===== config.mk =====
export PLATFORM = sky130hd
export DESIGN_NAME = fetch_unit
export DESIGN_NICKNAME = d
export VERILOG_FILES = /design/src/rtl/fetch_unit.sv
export SDC_FILE = /design/constraint.sdc
export NUM_CORES = 1
export LEC_CHECK = 0
export CORE_ASPECT_RATIO = 0.7
export CORE_MARGIN = 3
export CORE_UTILIZATION = 47
export CTS_CLUSTER_DIAMETER = 30
export CTS_CLUSTER_SIZE = 20
export DETAILED_ROUTE_END_ITERATION = 7
export PLACE_DENSITY = 0.77
export SLEW_MARGIN = 20
export SYNTH_ARGS = -nofsm -noshare
export SYNTH_HDL_FRONTEND = slang
export SYNTH_SLANG_ARGS = --single-unit

===== constraint.sdc =====
create_clock -name clk -period 1.85 [get_ports clk]
set_input_delay 0.2775 -clock clk [delete_from_list [all_inputs] [get_ports clk]]
set_output_delay 0.2775 -clock clk [all_outputs]
set_load 0.01 [all_outputs]

===== src/rtl/fetch_unit.sv =====
// fetch_unit: PC holder issuing single-outstanding imem fetches into a small
// registered instruction FIFO, with redirect flush and stale-response dropping.
module fetch_unit #(
  parameter int              XLEN      = 32,
  parameter logic [XLEN-1:0] RESET_PC  = '0,
  parameter int              BUF_DEPTH = 2
) (
  input  logic            clk,
  input  logic            rst_n,
  output logic            imem_req_valid,
  input  logic            imem_req_ready,
  output logic [XLEN-1:0] imem_addr,
  input  logic            imem_rsp_valid,
  input  logic [XLEN-1:0] imem_rdata,
  output logic            instr_valid,
  input  logic            instr_ready,
  output logic [XLEN-1:0] instr,
  output logic [XLEN-1:0] instr_pc,
  output logic [6:0]      op,
  input  logic            redirect_valid,
  input  logic [XLEN-1:0] redirect_pc
);
  localparam int PW = $clog2(BUF_DEPTH);
  logic [XLEN-1:0] pc_q, pc_d, req_pc_q, req_pc_d;
  logic            out_q, out_d, drop_q, drop_d, run_q;
  logic [PW-1:0]   rd_q, rd_d, wr_q, wr_d;
  logic [PW:0]     cnt_q, cnt_d;
  logic [XLEN-1:0] data_q [BUF_DEPTH];
  logic [XLEN-1:0] data_d [BUF_DEPTH];
  logic [XLEN-1:0] ipc_q  [BUF_DEPTH];
  logic [XLEN-1:0] ipc_d  [BUF_DEPTH];
  logic            accept, push, pop;
  // Requests are held off during a redirect so drop only ever covers an older fetch.
  assign imem_req_valid = run_q & ~out_q & (cnt_q < (PW+1)'(BUF_DEPTH)) & ~redirect_valid;
  assign accept         = imem_req_valid & imem_req_ready;
  assign push           = imem_rsp_valid & out_q & ~drop_q & ~redirect_valid;
  assign pop            = instr_valid & instr_ready & ~redirect_valid;
  assign imem_addr      = pc_q;
  assign instr_valid    = cnt_q != '0;
  assign instr          = data_q[rd_q];
  assign instr_pc       = ipc_q[rd_q];
  assign op             = instr[6:0];
  always_comb begin
    pc_d     = redirect_valid ? (redirect_pc & ~XLEN'(3)) : accept ? pc_q + XLEN'(4) : pc_q;
    req_pc_d = accept ? pc_q : req_pc_q;
    out_d    = accept | (out_q & ~imem_rsp_valid);
    drop_d   = (redirect_valid | drop_q) & out_q & ~imem_rsp_valid;
    cnt_d    = redirect_valid ? '0 : cnt_q + (PW+1)'(push) - (PW+1)'(pop);
    wr_d     = redirect_valid ? '0 : wr_q + PW'(push);
    rd_d     = redirect_valid ? '0 : rd_q + PW'(pop);
    data_d   = data_q;
    ipc_d    = ipc_q;
    if (push) begin
      data_d[wr_q] = imem_rdata;
      ipc_d[wr_q]  = req_pc_q;
    end
  end
  always_ff @(posedge clk or negedge rst_n) begin
    if (!rst_n) begin
      pc_q     <= RESET_PC;
      req_pc_q <= RESET_PC;
      out_q    <= 1'b0;
      drop_q   <= 1'b0;
      run_q    <= 1'b0;
      cnt_q    <= '0;
      rd_q     <= '0;
      wr_q     <= '0;
      data_q   <= '{default: '0};
      ipc_q    <= '{default: '0};
    end else begin
      pc_q     <= pc_d;
      req_pc_q <= req_pc_d;
      out_q    <= out_d;
      drop_q   <= drop_d;
      run_q    <= 1'b1;
      cnt_q    <= cnt_d;
      rd_q     <= rd_d;
      wr_q     <= wr_d;
      data_q   <= data_d;
      ipc_q    <= ipc_d;
    end
  end
endmodule


==> impl_metrics.csv, run 1 <==
group,metric,value,unit
outcome,status,"finished with violations",
outcome,violations,"setup timing",
floorplan,die_x,168,um
sta,skew,0.00843,ns
synthesis,synth-seq-cells,191,
route,dr.pass1.iters,5,
route,drcViolationCount,0,
sta,finalCriticalPeriod,1.93,ns
sta,fin_hold_ws,0.333,ns
worst_setup_path,critPathCaptureType,"output pin",
place,dp_cells,1138,
route,ant_nets,0,
grt,grt_antenna_before_repair,1,
floorplan,rows,40,
floorplan,die_area,20100,um^2
floorplan,coreArea,17600,um^2
synthesis,yosys.cell_types.count,45,
route,via_count,6570,
clocking,clk_path_buf_depth,2,
worst_setup_path,crit_chain,"buf_12 -> clkbuf_16 -> mux2_4 -> buf_6",
place,io_buffers,168,
synthesis,synth_cells,712,
sta,hold_violations,0,
route,drt-initial-drc-count,395,
route,wirelength,23.0,mm
sta,fmax,517,MHz
final_layout,final_layout_size_suffix_gt1_share,44.1,%
sta,rsz0062_at_grt,"yes",
clocking,clk_pin_slew,0.07,ns
sta,slew_headroom,61.7,%
worst_setup_path,crit_arrival,1.66,ns
worst_setup_path,worstSetupStartpointType,"flip-flop",
sta,tightest_slew,0.575,ns
grt,grt_max_degree,66,
worst_setup_path,worst-setup-path-type,"reg2out",
synthesis,synth_warnings,0,
clocking,cts.sinks,191,
grt,grt_usage,22.2,%
flow_run,cap_violations,0,
clocking,htreeDepth,4,
sta,setup-violations-final,64,
sta,min_period_over_period,105,%
route,vias_per_cell,5.48,
clocking,tritoncts,"built",
worst_setup_path,required,1.57,ns
floorplan,initial_core_util,49.1,%
clocking,clock_latency,0.44,ns
hold_path,hold_class,"in2reg",
floorplan,die_height,120,um
final_layout,finalNetCount,1031,
place,dp_slack,-0.390,ns
synthesis,ys_async_sr_fraction,100,%
worst_setup_path,cp.buffers_inverters,3,
clocking,numCtsBuffers,17,
clocking,cts_root_buf,"clkbuf_16",
final_layout,fin_util,71.0,%
worst_setup_path,crit_family,"buffers and inverters",
final_layout,final_cells,1200,
pwr,vdd_ir_drop_max,791,uV
grt,grt_first_pass_wirelength,35.6,mm
synthesis,synth_edf_count,0,
pwr,leakage,5.99,nW
synthesis,avgSynthCellArea,12.2,um^2
worst_setup_path,cpPeakStageDelay,0.44,ns
place,hpwl,15.2,mm
synthesis,ys.flop_type,"dfrtp_1",
sta,maxSlewViolCount,0,
final_layout,antennaDiodeCount,0,
place,gp_congestion,0.865,
worst_setup_path,cpMaxStageDelayCell,"dfrtp_2",
grt,grt_pass1_vias,6721,
grt,grt-ovfl-total,0,
worst_setup_path,crit_fanout,8,
sta,fin_tns_setup,-3.43,ns
floorplan,io-pin-count,175,
sta,finalWorstSetupSlack,-0.0842,ns
final_layout,syn_to_final_growth,44.5,%
pwr,powerDensity,1080,nW/um^2
synthesis,ys_seq_area_share,55.2,%
route,wl_per_cell,19.2,um
synthesis,synth_area,8650,um^2
placed cells by master, fill, tap and decap left out, types with 3 or more instances in the layout:
cell	n
inv_6	3
clkdlybuf4s50_1	85
ha_4	3
o311ai_0	7
dlygate4sd2_1	3
inv_1	4
conb_1	5
a31oi_1	6
dlymetal6s2s_1	9
buf_2	8
nor2_1	22
nand3_1	12
nand4_1	10
buf_6	63
dfrtp_1	185
buf_12	21
clkinv_4	3
and3_1	7
mux2_4	51
o21ai_0	16
nor4_2	3
clkbuf_16	20
nand2_1	123
mux2_2	136
a21o_1	3
o311ai_1	4
a22oi_1	4
dfrtp_2	6
buf_4	78
inv_8	4
o211ai_1	14
metal layers:
metal	vias to the layer above	track usage, %	wire length [um]
met2	226	33.5	10700
met4	2	3.99	286
met5	-	0	8
li1	2988	-	-
met1	3327	32.6	10400
met3	27	6.12	1680
worst min-delay path, delay by kind of cell:
kind,cells,cell delay [ns]
buffers and inverters,2,0.42
and+or+nand+nor,1,0.04
synth_stat cells (5+ instances only):
| cell type | n | area, um^2 |
|---|---|---|
| clkbuf_1 | 28 | 105 |
| dfrtp_1 | 191 | 4780 |
| o21ai_0 | 18 | 90.1 |
| nand3_1 | 13 | 65.1 |
| nand2_1 | 125 | 469 |
| o211ai_1 | 14 | 105 |
| nor2_1 | 22 | 82.6 |
| buf_1 | 6 | 22.5 |
| ha_1 | 5 | 62.6 |
| buf_4 | 11 | 82.6 |
| and3_1 | 7 | 43.8 |
| mux2_2 | 187 | 2110 |
| o311ai_0 | 10 | 87.6 |
| nand4_1 | 10 | 62.6 |
| buf_2 | 7 | 35.0 |
| a31oi_1 | 7 | 43.8 |
through the flow:
step | total power [mW] | instance area, um^2
2_1_floorplan | 7.28 | 8710
3_3_place_gp | 9.22 | 11200
3_5_place_dp | 9.31 | 11200
4_1_cts | 12.9 | 11900
5_1_grt | 14.1 | 12500
6_report | 13.5 | 12500
registers in the layout, summed over array words and instances, names as in the netlist:
| name | flops |
|---|---|
| cnt_q | 2 |
| imem_addr | 30 |
| run_q | 1 |
| drop_q | 1 |
| out_q | 1 |
| ipc_q | 60 |
| data_q | 64 |
| req_pc_q | 30 |
| rd_q | 1 |
| wr_q | 1 |
logic make-up after synthesis:
| group | count (synthesis) | synth area share, % |
|---|---|---|
| AND/OR/NAND/NOR | 201 | 10.9 |
| flip-flops | 191 | 55.2 |
| multiplexers | 188 | 24.4 |
| AO/OA/AOI/OAI | 63 | 5.03 |
| buffers and inverters | 58 | 3.18 |
| adder cells (fa/ha/maj) | 5 | 0.723 |
| XOR/XNOR | 4 | 0.405 |
| other | 2 | 0.0868 |
path summary, 6_finish.rpt:
path | from | end | slack (ns) | cells past startpoint
max | rd_q | instr_pc[2] | -0.08 | 4
min | redirect_valid | cnt_q[1] | 0.33 | 3
max reg2reg | imem_addr[8] | imem_addr[23] | -0.07 | 8
min reg2reg | req_pc_q[8] | req_pc_q[8] | 0.50 | 2
max in group asynchronous | rst_n | rd_q | 0.84 | 3
min in group asynchronous | rst_n | ipc_q[10] | 0.39 | 2
layout make-up:
type / instances / area [um^2]
fill: 1214 / 5110
tap: 231 / 289
timing repair buffer: 275 / 2890
sequential: 191 / 4790
multi-input combinational: 466 / 3930
clock buffer: 18 / 439
inverter: 5 / 18.8
clock inverter: 14 / 148
report_power, final:
part | total [mW] | switching [mW] | internal, mW
Sequential | 5.52 | 0.529 | 5.00
Clock | 3.69 | 1.75 | 1.94
Combinational | 4.26 | 1.60 | 2.66
Total | 13.5 | 3.87 | 9.60
repair_timing:
item,4_1_cts,5_1_grt
setup buffers,10,15
pin swaps,5,15
hold endpoints to repair,58,0
gates cloned,2,3
hold buffers,1,0
resized for setup,320,117
setup endpoints to repair,91,98
Power figures use the tool's default switching activity.
==> run 2: changes to the inputs <==
CORE_UTILIZATION = 48   (was 47)
CTS_BUF_LIST = sky130_fd_sc_hd__clkbuf_8   (was not set)
PLACE_DENSITY = 0.84   (was 0.77)
==> run 2 against run 1 <==
Net effect:
- the flow still finishes with violations (setup timing)
- sequential cell count unchanged
- register-to-register slack improved by 0.05 ns
- critical path depth increased by 1
- critical endpoint is now instr[30]
==> impl_metrics.csv, run 2 (synthesized netlist as in run 1, its figures left out) <==
group,metric,value,unit
outcome,status,"finished with violations",
outcome,violations,"setup timing",
sta,finalCriticalPeriod,2.02,ns
place,hpwl,15.6,mm
final_layout,syn_to_final_growth,42.0,%
worst_setup_path,crit_arrival,1.75,ns
worst_setup_path,crit_fanout,6,
clocking,numCtsBuffers,17,
floorplan,initial_core_util,49.7,%
final_layout,antennaDiodeCount,0,
final_layout,largest-register,"data_q",
clocking,htreeDepth,4,
final_layout,final_cell_mix,"180 x dfrtp_1, 142 x mux2_2, 123 x nand2_1, 81 x clkdlybuf4s50_1, 69 x buf_4",
floorplan,coreArea,17400,um^2
sta,finalWorstSetupSlack,-0.174,ns
worst_setup_path,worst-setup-path-type,"reg2out",
pwr,power,12.8,mW
clocking,clock_latency,0.46,ns
sta,maxSlewViolCount,0,
final_layout,finalNetCount,1022,
grt,grt_first_pass_wirelength,36.3,mm
floorplan,die_area,19700,um^2
grt,grt_max_degree,56,
place,io_buffers,168,
route,drt-initial-drc-count,539,
clocking,clk_pin_slew,0.09,ns
sta,fmax,494,MHz
place,dp_cells,1133,
floorplan,rows,40,
final_layout,fill_cells,1215,
sta,hold_violations,0,
pwr,vdd_ir_drop_max,723,uV
floorplan,die_x,166,um
flow_run,cap_violations,0,
worst_setup_path,required,1.57,ns
pwr,leakage,5.91,nW
worst_setup_path,critPathCaptureType,"output pin",
route,via_count,6551,
sta,min_period_over_period,109,%
route,wl_per_cell,19.3,um
final_layout,largestRegisters,"data_q: 64 flops, ipc_q: 60 flops",
route,vias_per_cell,5.50,
sta,fin_tns_setup,-5.19,ns
clocking,tritoncts,"built",
final_layout,final_common_cell,"dfrtp_1",
final_layout,final_layout_size_suffix_gt1_share,44.0,%
final_layout,final_cells,1191,
grt,grt_pass1_vias,6691,
worst_setup_path,worstSetupStartpointType,"flip-flop",
floorplan,die_height,118,um
place,dp_slack,-0.357,ns
sta,skew,0.0163,ns
route,wirelength,23.0,mm
sta,rsz0062_at_grt,"yes",
clocking,clk_path_buf_depth,2,
floorplan,io-pin-count,175,
route,dr.pass1.iters,5,
final_layout,largest_reg_flops,64,
route,ant_nets,0,
grt,grt-ovfl-total,0,
clocking,cts_root_buf,"clkbuf_8",
hold_path,hold_class,"in2async",
grt,grt_usage,22.9,%
place,gp_congestion,0.884,
pwr,powerDensity,1040,nW/um^2
clocking,cts.sinks,191,
grt,grt_antenna_before_repair,1,
route,drcViolationCount,0,
final_layout,fin_util,70.6,%
sta,setup-violations-final,70,
[run 2: cell types whose count changed in the layout (fill, tap and decap cells not counted), sizes merged, moves of 2 or more]
cell           change
dlymetal6s2s       +2
clkdlybuf4s50      -4
clkdlybuf4s15      -2
bufinv             +3
buf                -5
[run 2: worst max-delay path: stages, from the launching register on]
cell and delay (ns):
dfrtp_2 0.45, buf_12 0.16, buf_12 0.13, buf_16 0.13, mux2_4 0.30, buf_6 0.12
[run 2: timing repair]
item,CTS,global route
pin swaps,1,12
hold buffers,1,0
buffers inserted,12,9
cloned,5,1
resized for setup,362,97
endpoints found under the hold margin,40,0
setup endpoints to repair,85,100
[run 2: worst paths after layout]
kind | slack, ns | start | to | cells after the start
max | -0.17 | rd_q | instr[30] | 5
min | 0.31 | rst_n | ipc_q[11] | 2
max reg2reg | -0.02 | imem_addr[7] | imem_addr[23] | 7
min reg2reg | 0.50 | req_pc_q[3] | req_pc_q[3] | 2
max in group asynchronous | 0.87 | rst_n | imem_addr[22] | 3
min in group clk | 0.38 | redirect_pc[21] | imem_addr[21] | 3
[run 2: cell type report]
type | count | area [um^2] | area share (%)
inverter | 5 | 18.8 | 0.153
sequential | 191 | 4790 | 39.0
clock buffer | 18 | 248 | 2.02
tap | 231 | 289 | 2.35
multi-input combinational | 466 | 3890 | 31.7
clock inverter | 14 | 185 | 1.51
timing repair buffer | 266 | 2860 | 23.3
[run 2: power breakdown]
group	internal (mW)	leakage (nW)	total, mW	switching, mW
combinational	2.66	3.22	4.30	1.65
clock	1.51	0.227	3.01	1.50
sequential	4.99	2.46	5.51	0.523
total	9.16	5.91	12.8	3.67
[run 2: per-layer routing]
metal	share of wire (%)	global-route usage [%]	vias up
li1	-	-	2975
met1	46	33.7	3328
met2	47	35.0	231
met3	6.5	5.78	15
met4	0.72	4.28	2
met5	0.056	0	-
[run 2: metrics by stage]
stage | hold slack [ns] | cell area [um^2]
4_1_cts | 0.304 | 11900
5_1_grt | 0.313 | 12300
3_3_place_gp | 0.238 | 11200
6_report | 0.312 | 12300
3_5_place_dp | 0.242 | 11200
2_1_floorplan | -0.0181 | 8710
==> run 3: changes to the inputs <==
GPL_ROUTABILITY_DRIVEN = 0   (was not set)
PLACE_DENSITY = not set   (was 0.84)
PLACE_DENSITY_LB_ADDON = 0.2   (was not set)
SLEW_MARGIN = not set   (was 20)
==> run 3 against run 2 <==
Net effect:
- the flow still finishes with violations (setup timing)
- critical path type unchanged
- fmax grew 0.36%
- worst hold slack improved by 0.010 ns
- non-clock buffer count rose by 2
- sequential power about the same
- first-iteration DRC count shrank 8.3%
- cell area is 0.66% lower
- sequential share of layout area up 0.28 points
==> impl_metrics.csv, run 3 (synthesized netlist as in run 1, its figures left out) <==
group,metric,value,unit
floorplan,die_x,166,um
worst_setup_path,crit_fanout,8,
grt,grt_antenna_before_repair,0,
grt,grt_pass1_vias,6844,
final_layout,final_common_cell,"dfrtp_1",
worst_setup_path,worstSetupStartpointType,"flip-flop",
final_layout,syn_to_final_growth,41.1,%
final_layout,final_layout_size_suffix_gt1_share,44.1,%
route,wirelength,22.7,mm
worst_setup_path,worst-setup-path-type,"reg2out",
worst_setup_path,crit_arrival,1.74,ns
clocking,clk_path_buf_depth,2,
sta,fmax,496,MHz
place,placed_cell_area,11100,um^2
grt,grt_first_pass_wirelength,36.1,mm
place,dp_slack,-0.427,ns
clocking,clock_latency,0.46,ns
outcome,status,"finished with violations",
hold_path,hold_class,"in2async",
grt,grt_max_degree,55,
sta,hold_violations,0,
sta,finalWorstSetupSlack,-0.167,ns
sta,fin_hold_ws,0.323,ns
final_layout,largest-register,"data_q",
clocking,tritoncts,"built",
route,dr.pass1.iters,5,
worst_setup_path,rr_worst_depth,6,
worst_setup_path,r2r_setup_slack,-0.07,ns
pwr,leakage,5.82,nW
route,wl_per_cell,19.0,um
floorplan,die_area,19700,um^2
worst_setup_path,critPathCaptureType,"output pin",
worst_setup_path,reg2reg_to,"imem_addr[23]",
worst_setup_path,required,1.57,ns
final_layout,fin_area,12200,um^2
sta,min_period_over_period,109,%
flow_run,cap_violations,0,
final_layout,antennaDiodeCount,0,
clocking,cts.sinks,191,
place,io_buffers,168,
pwr,powerDensity,1030,nW/um^2
final_layout,final_cell_mix,"178 x dfrtp_1, 150 x mux2_2, 123 x nand2_1, 82 x clkdlybuf4s50_1, 76 x buf_6",
pwr,vdd_ir_drop_max,773,uV
route,ant_nets,0,
place,hpwl,15.6,mm
sta,skew,0.0114,ns
floorplan,coreArea,17400,um^2
sta,setup-violations-final,74,
grt,grt_usage,22.9,%
route,vias_per_cell,5.43,
final_layout,finalNetCount,1025,
grt,grt-ovfl-total,0,
floorplan,die_height,118,um
clocking,cts_root_buf,"clkbuf_8",
worst_setup_path,rr_startpoint,"imem_addr[8]",
clocking,numCtsBuffers,17,
worst_setup_path,cp-startpoint,"rd_q",
final_layout,fill_cells,1224,
outcome,violations,"setup timing",
floorplan,rows,40,
sta,maxSlewViolCount,0,
final_layout,largestRegisters,"data_q: 64 flops, ipc_q: 60 flops",
clocking,clk_pin_slew,0.10,ns
sta,finalCriticalPeriod,2.02,ns
floorplan,io-pin-count,175,
floorplan,initial_core_util,49.7,%
route,via_count,6481,
sta,rsz0062_at_grt,"yes",
route,drcViolationCount,0,
final_layout,largest_reg_flops,64,
clocking,htreeDepth,4,
route,drt-initial-drc-count,494,
==> run 3: where the power goes <==
group	total, mW	switching [mW]	leakage, nW	internal [mW]
combinational	4.27	1.64	3.16	2.63
clock	2.80	1.48	0.197	1.31
sequential	5.53	0.538	2.46	4.99
==> run 3: stage by stage <==
stage / util [%] / TNS (ns) / total power [mW] / cells
after global placement: 63.9 / -47.26 / 9.22 / 1132
after global routing: 70.1 / -10.88 / 13.2 / 1194
after floorplan: - / -0.0642 / 7.28 / 715
final: 70.1 / -5.52 / 12.6 / 1194
after CTS: 68.3 / -9.35 / 12.4 / 1188
after detailed placement: 63.9 / -58.21 / 9.38 / 1132
==> run 3: worst max path at each step <==
stage	to	cells past startpoint
final	op[6]	5
after global routing	instr[6]	5
after CTS	instr_pc[13]	4
after detailed placement	imem_addr[14]	7
after global placement	data_q[54]	7
after floorplan	ipc_q[39]	7
==> run 3: area by class of cell <==
cell class / count / area, um^2 / share of cell area (%)
timing repair buffer: 268 / 2840 / 23.2
clock buffer: 20 / 275 / 2.25
sequential: 191 / 4800 / 39.3
multi-input combinational: 467 / 3860 / 31.6
clock inverter: 12 / 135 / 1.11
inverter: 5 / 18.8 / 0.154
tap: 231 / 289 / 2.37
==> run 3: worst max-delay path, cell delays in order, from the launching register on <==
cell and delay [ns]:
dfrtp_2 0.42, buf_12 0.16, buf_12 0.13, buf_12 0.13
mux2_4 0.31, buf_6 0.13
==> run 3: what timing repair did <==
item	4_1_cts	5_1_grt
pin swaps	12	22
hold buffers	1	0
cloned	3	3
endpoints found under the setup margin	97	99
endpoints found under the hold margin	41	0
buffers inserted	20	7
resized for setup	351	102
==> run 3: routing by layer <==
layer | vias to the layer above | share of wire, % | track usage, %
met5 | - | 0 | 0
met4 | 0 | 1.0 | 6.03
met3 | 19 | 4.9 | 3.71
met2 | 209 | 49 | 37.2
met1 | 3287 | 45 | 32.2
li1 | 2966 | - | -
